$ cat config.mk
export PLATFORM = sky130hd
export DESIGN_NAME = imem_boot_ctrl
export DESIGN_NICKNAME = d
export VERILOG_FILES = /design/src/rtl/imem_pkg.sv /design/src/rtl/imem_boot_ctrl.sv
export SDC_FILE = /design/constraint.sdc
export NUM_CORES = 1
export LEC_CHECK = 0
export ABC_AREA = 1
export CAP_MARGIN = 20
export CORE_MARGIN = 3
export CORE_UTILIZATION = 35
export DETAILED_ROUTE_END_ITERATION = 16
export PLACE_DENSITY = 0.68
export SLEW_MARGIN = 20
export SYNTH_ARGS = -nofsm -noshare
export SYNTH_HDL_FRONTEND = slang
export SYNTH_SLANG_ARGS = --single-unit
$ cat constraint.sdc
create_clock -name clk -period 5.5 [get_ports clk]
set_clock_uncertainty 0.05 [all_clocks]
set_input_delay 0.825 -clock clk [delete_from_list [all_inputs] [get_ports clk]]
set_output_delay 0.825 -clock clk [all_outputs]
set_load 0.01 [all_outputs]
$ cat src/rtl/imem_pkg.sv
// Shared constants and state type for the instruction-memory boot controller.
package imem_pkg;

    localparam int          NUM_OF_INST = 1024;
    localparam logic [31:0] NOP_INSN    = 32'h00000013;

    typedef enum logic [1:0] {
        CLEAR = 2'd0,
        LOAD  = 2'd1,
        RUN   = 2'd2
    } state_t;

endpackage

$ cat src/rtl/imem_boot_ctrl.sv
// Boot/reload sequencer: clears instruction memory to NOP, streams a program in
// from the loader, then releases the core and leaves the read port to fetch.
module imem_boot_ctrl
    import imem_pkg::*;
#(
    parameter int NUM_OF_INST = imem_pkg::NUM_OF_INST,
    parameter int ADDR_W      = $clog2(NUM_OF_INST)
) (
    input  logic              clk,
    input  logic              rst,
    input  logic              load_valid,
    output logic              load_ready,
    input  logic [31:0]       load_data,
    input  logic              load_last,
    input  logic              reload_req,
    input  logic [31:0]       pc_address,
    output logic              fetch_fault,
    output logic [ADDR_W-1:0] mem_raddr,
    output logic              mem_we,
    output logic [ADDR_W-1:0] mem_waddr,
    output logic [31:0]       mem_wdata,
    output logic              core_hold,
    output logic [ADDR_W:0]   load_count,
    output logic              overflow
);

    localparam logic [ADDR_W:0] CNT_ONE  = (ADDR_W+1)'(1);
    localparam logic [ADDR_W:0] LAST_IDX = (ADDR_W+1)'(NUM_OF_INST - 1);

    state_t              r_state;
    state_t              w_next_state;
    logic [ADDR_W:0]     r_clear_addr;
    logic [ADDR_W:0]     r_load_count;
    logic                r_overflow;
    logic                r_mem_we;
    logic [ADDR_W-1:0]   r_mem_waddr;
    logic [31:0]         r_mem_wdata;

    logic                w_accept;
    logic                w_final;
    logic                w_clear_done;

    // clear_addr carries one extra bit so it can sit at NUM_OF_INST for the
    // cycle after the last NOP write, which is what moves the FSM to LOAD.
    assign w_clear_done = r_clear_addr[ADDR_W];
    assign w_accept     = (r_state == LOAD) && load_valid;
    assign w_final      = w_accept && (load_last || (r_load_count == LAST_IDX));

    // NOTE: sequential state uses non-blocking assignments so every register
    // samples pre-edge values regardless of statement order.
    always_ff @(posedge clk or posedge rst) begin
        if (rst) begin
            r_state <= CLEAR;
        end else begin
            r_state <= w_next_state;
        end
    end

    // NOTE: the default assignment up front keeps this block free of latches
    // on paths where no case arm changes the state.
    always_comb begin
        w_next_state = r_state;
        case (r_state)
            CLEAR:   if (w_clear_done) w_next_state = LOAD;
            LOAD:    if (w_final)      w_next_state = RUN;
            RUN:     if (reload_req)   w_next_state = CLEAR;
            default:                   w_next_state = CLEAR;
        endcase
    end

    always_comb begin
        load_ready = (r_state == LOAD);
        core_hold  = (r_state != RUN);
    end

    always_ff @(posedge clk or posedge rst) begin
        if (rst) begin
            r_clear_addr <= '0;
            r_load_count <= '0;
            r_overflow   <= 1'b0;
            r_mem_we     <= 1'b0;
            r_mem_waddr  <= '0;
            r_mem_wdata  <= '0;
        end else begin
            r_mem_we <= 1'b0;
            case (r_state)
                CLEAR: begin
                    r_load_count <= '0;
                    if (!w_clear_done) begin
                        r_mem_we     <= 1'b1;
                        r_mem_waddr  <= r_clear_addr[ADDR_W-1:0];
                        r_mem_wdata  <= NOP_INSN;
                        r_clear_addr <= r_clear_addr + CNT_ONE;
                    end
                end
                LOAD: begin
                    if (w_accept) begin
                        r_mem_we     <= 1'b1;
                        r_mem_waddr  <= r_load_count[ADDR_W-1:0];
                        r_mem_wdata  <= load_data;
                        r_load_count <= r_load_count + CNT_ONE;
                        if (w_final && !load_last) r_overflow <= 1'b1;
                    end
                end
                RUN: begin
                    if (reload_req) begin
                        r_clear_addr <= '0;
                        r_overflow   <= 1'b0;
                    end
                end
                default: ;
            endcase
        end
    end

    assign mem_we      = r_mem_we;
    assign mem_waddr   = r_mem_waddr;
    assign mem_wdata   = r_mem_wdata;
    assign load_count  = r_load_count;
    assign overflow    = r_overflow;

    // Read port is never arbitrated; the core is held whenever reads are stale.
    assign mem_raddr   = pc_address[ADDR_W+1:2];
    assign fetch_fault = (|pc_address[1:0]) || (|pc_address[31:ADDR_W+2]);

endmodule

### Word-level counts from Yosys, hierarchy flattened

Index checks and enable logic that the tools add are counted.

* muxes and demuxes: 22
* $add $sub $neg: 2
* eq/ne operators: 10
* reductions and logical operators: 18

Operator list (number)
* 2-to-1 mux 32 bit: 2
* one-hot mux 32 bit (2 select lines): 1
* one-hot mux 11 bit (2 select lines): 2
* 2-to-1 mux 11 bit: 3
* adder 11 x 1 -> 11 bit (second input constant): 2
* 2-to-1 mux 10 bit: 2
* one-hot mux 10 bit (2 select lines): 1
* OR reduction 20 bit: 1
* equality test 11 x 10 -> 1 bit (second input constant): 1
* AND reduction 3 bit: 3
* != test 2 bit (second input constant): 4
* 2-to-1 mux 2 bit: 3
* != test 2 x 1 -> 1 bit (second input constant): 3
* one-hot mux 2 bit (3 select lines): 1
* nonzero test 2 bit: 3
* 2-to-1 mux 1 bit: 5
* one-hot mux 1 bit (2 select lines): 2
* AND reduction 2 bit: 2
* AND reduction 4 bit: 1
* logical AND 1 bit: 3
* equality test 2 x 1 -> 1 bit (second input constant): 1
* equality test 2 bit (second input constant): 1
* zero test 2 bit: 1
* logical OR 1 bit: 2
* other kinds (2): 2

* word-level logic and storage cells: 60
* register bits: 68
* output and inout bits: 68
* input bits: 69

### Longest topological paths before layout

* depth in word-level cells: 7
* mapped depth: 10
* gate-level depth less buffers: 10

### Worst setup path after synthesis

OpenSTA, ideal clock, no wires.

* kind: input-to-output
* from: input port pc_address[25]
* to: output port fetch_fault
* required time: 4.625 ns
* buffers on the path: 0
* stages: 3
* arrival time: 1.360 ns
* setup slack: 3.265 ns
* cells stage by stage: nor4_1 -> nand3_1 -> nand3b_1

* word-level cells in the longest chain between the ends: 2

Ends and longest elaborated chain
* start: declaration: line imem_boot_ctrl.sv:16 `input logic [31:0] pc_address,`
* OR reduction 20 bit: line imem_boot_ctrl.sv:124 `assign fetch_fault = (|pc_address[1:0]) || (|pc_address[31:ADDR_W+2]);`
* logical OR 1 bit: line imem_boot_ctrl.sv:124
* end: declaration: line imem_boot_ctrl.sv:17 `output logic fetch_fault,`

No other way between the ends.

### Worst setup path in the final report

Same ends and word-level chain as after synthesis.

==> results.txt <==
For the setup total negative slack, the log shows 0 ns. The analysis attributes to cell leakage a power of 0.00207 uW. Row generation in the floorplan step produced 34 rows. The synthesis-to-layout area growth works out to 41.2%. The cell count of the worst reg-to-reg path is 6. The die covers 10500 um2. At the pin with the least slew margin, the transition time is 0.983 ns.

The area of the mapped netlist was 3250 um2; the chip height was 102 um. In the synthesized netlist the dominant register cell turns out to be sky130_fd_sc_hd__dfrtp_1. The width of the chip works out to 102 um. Dividing the synthesized area by the synthesized cell count gives 8.14 um2. For this run, the slowest stage of the critical path takes 0.48 ns.

The sort of element at the start of the critical path was an input port. Launch point of the worst reg-to-reg path: r_state[0]. After clock tree synthesis, the clock-pin slew on the worst setup and hold paths is 0.07 ns. The flow ran to the end, and the final reports show no timing, DRC or antenna violations. The logs give 0.34 ns for the clock insertion delay at the later pin of the skew report and 399 for the number of standard cells after synthesis. The via count of the first global-routing pass was 2878. The max-slew violation total from the final report was 0. Counting instances in the post-synthesis netlist gives the leading cell types as 100 x sky130_fd_sc_hd__nand2_1, 70 x sky130_fd_sc_hd__nand3_1, 68 x sky130_fd_sc_hd__dfrtp_1. Dividing the detail-routed via count by the number of cells gives 4.92.

VDD sags by at most 0.200 mV. The logs give 34.2% for the normalized max-slew margin and 0.316 GHz for the maximum frequency from static timing analysis. The worst setup slack for register-to-register paths came out at 3.02 ns.

After layout, the worst path uses 57.5% of the clock period. Initial antenna violation count: 0. The post-synthesis async set-or-reset flop share came out at 100%.

The tools report the buffer levels on the longest clock path as 2. The HPWL after detailed placement is 6400 um. Synthesis produced a netlist with a net count of 470. The detailed-route via count was 3019. The register area share after synthesis was 52.4%; the total design power was 2120 uW. The quantity of hold-fixing buffers added after cts was 0.

The routed design could run at a clock period as short as 3.16 ns. In this run the tool buffered the top-level ports with 116 buffer cells. After routing the design area is 4590 um2.

CTS built an H-tree with a depth of 3. The congestion estimate from routability-driven global placement came to 0.849. Sorting the synthesized cells by area gives the leading types as sky130_fd_sc_hd__dfrtp_1 52%, sky130_fd_sc_hd__nand2_1 12%, sky130_fd_sc_hd__nand3_1 11%. In this run the remaining antenna-violating nets after routing total 0. Setup repair after global routing left no endpoint under its margin. For this run the aggregate overflow at the end of global routing stands at 0. The number of nets in the final layout was 572. For this block, the initial DRC count from the detailed router was 192. Wires add up to 8980 um.

The startpoint of the lowest-slack hold path is overflow. Across every metal layer, demand over resource in global routing totals 17.4%. The synthesized design devotes to its leading area cell type 52.4% of total area. Number of antenna diodes: 0.

The initial utilization of the core area, before any placement, comes to 36.7%. Cell type with the highest occurrence count on the critical path: sky130_fd_sc_hd__clkdlybuf4s50_1. After clock tree synthesis, the setup repair step added 0 buffers.

Critical path endpoint category: an output port. In the routed design, unresolved DRC markers number 0. The pre-antenna-repair detailed-routing pass consisted of 4 iterations.

The tools report the placeable core region as 8850 um2. TritonCTS built the clock tree. The worst setup path is of the in2out kind. The number of buffers and inverters on the critical path is 2. In this run the power density over the cells is 463 nW/um2. Gates resized during post-CTS repair numbered 0. Counting the buffers created by CTS gives 9. Worst hold slack: 0.422 ns. The synthesized design contains 0 enable-type register cells.

The kind of cell with the highest combined delay along the critical path is buffers and inverters. The number of warnings printed during yosys synthesis is 0. The number of hold-slack violations in the final timing report came out at 0.

The cell taking the most area after synthesis is sky130_fd_sc_hd__dfrtp_1. Required time of the worst setup path: 4.62 ns. Most repeated cell in the gate-level netlist after synthesis: sky130_fd_sc_hd__nand2_1. Dividing the detail-routed wire length by the instance count gives 14.6 um.

The terminus of the critical flop-to-flop path was mem_waddr[6]. The endpoint with the worst hold slack was overflow. Data on the critical path arrives at its endpoint at 2.29 ns. The library cell contributing the largest single delay on the critical path is sky130_fd_sc_hd__clkdlybuf4s50_1. The tools report the cell area after placement as 4400 um2. The post-synthesis sequential element count is 68. Counting every sink on the clock net gives 68. The first global-routing pass estimated 14200 um of wire.

Setup violations remaining at the end of the flow were counted as 0. The logs give 0 for the number of max-cap violations and 29 for the number of unique standard cell types used by synthesis. During I/O placement, the number of pins put on the boundary was 137.

The tools report the root buffer cell as sky130_fd_sc_hd__clkbuf_8. Entering global routing, the biggest net connects 57 pins. Fill cells in the final layout number 874.

Traced cell by cell, the critical path runs through clkdlybuf4s50_1, nor4_1, nand3_1, nand3b_1, clkdlybuf4s50_1. The worst hold path was traced through 2 stages. The largest fanout on the critical path works out to 1.

The ratio of cells with drive above 1 in the final layout was 6.13%. The min-delay analysis places its worst path in the category reg2reg.
-- power breakdown --
part	internal (uW)	switching, uW	total (uW)
Combinational	406	570	976
Clock	207	192	399
Sequential	651	95.8	747
-- final cells by class --
class / instances / area [um2] / area share (%)
multi-input cells: 276 / 1280 / 28.0
well taps: 108 / 135 / 2.95
repair buffers: 118 / 1180 / 25.6
inverters: 28 / 105 / 2.29
clock inverters: 5 / 52.6 / 1.15
clock buffers: 11 / 131 / 2.86
flip-flops and latches: 68 / 1700 / 37.1
-- tightest hold or removal path, cell delays in order, from the launching register on --
cell	delay [ns]
sky130_fd_sc_hd__dfrtp_1	0.35
sky130_fd_sc_hd__nand2_1	0.05
sky130_fd_sc_hd__nand2_1	0.05
-- cell usage in the layout (no fill, tap or decap), drive strengths merged --
cell	synthesis	routed
ha	2	2
nor3	2	2
nand4	1	1
dfrtp	68	68
nand2	106	106
o21ai	15	15
xor2	1	1
nand3	71	71
nand3b	1	1
clkinvlp	0	1
clkdlybuf4s50	0	116
a31oi	10	10
clkinv	0	3
or2	2	2
xnor2	1	1
o32ai	1	1
inv	28	28
clkbuf	7	11
nor2	45	45
buf	20	2
nor4	4	4
bufinv	0	1
a21oi	14	14
-- flip-flops by register name, summed over array words and instances, names as in the netlist --
register / count
load_count: 11
r_clear_addr: 11
r_state: 2
mem_wdata: 32
mem_waddr: 10
mem_we: 1
overflow: 1
-- layer usage --
metal	routed length [um]	vias to the layer above	track usage, %
li1	-	1503	-
met1	4080	1410	24.0
met2	4220	94	26.4
met3	515	12	3.96
met4	169	0	7.47
met5	0	-	0
-- how the worst max path moves through the flow --
stage,from,end,slack (ns),cells past startpoint
detailed placement,load_valid,mem_waddr[6],2.29,5
global placement,pc_address[25],fetch_fault,2.35,5
global route,pc_address[25],fetch_fault,2.25,5
floorplan,rst,load_count[0],2.91,1
finish,pc_address[25],fetch_fault,2.34,5
CTS,pc_address[25],fetch_fault,2.34,5
-- through the flow --
stage / utilization [%] / setup WS [ns] / instances
finish: 51.8 / 2.34 / 614
global route: 51.8 / 2.25 / 614
detailed placement: 49.8 / 2.29 / 598
global placement: 49.8 / 2.35 / 598
CTS: 51.8 / 2.34 / 614
floorplan: - / 2.91 / 399
-- cell families (layout without fill, tap and decap cells) --
family,Yosys count,after routing,share of synthesized area (%)
buffers and inverters,55,162,8.13
and+or+nand+nor,232,232,31.5
AOI/OAI and AO/OA,40,40,6.66
DFF,68,68,52.4
adders and majority gates,2,2,0.770
xor gates and xnor gates,2,2,0.539
(Power assumes the default switching activity.)
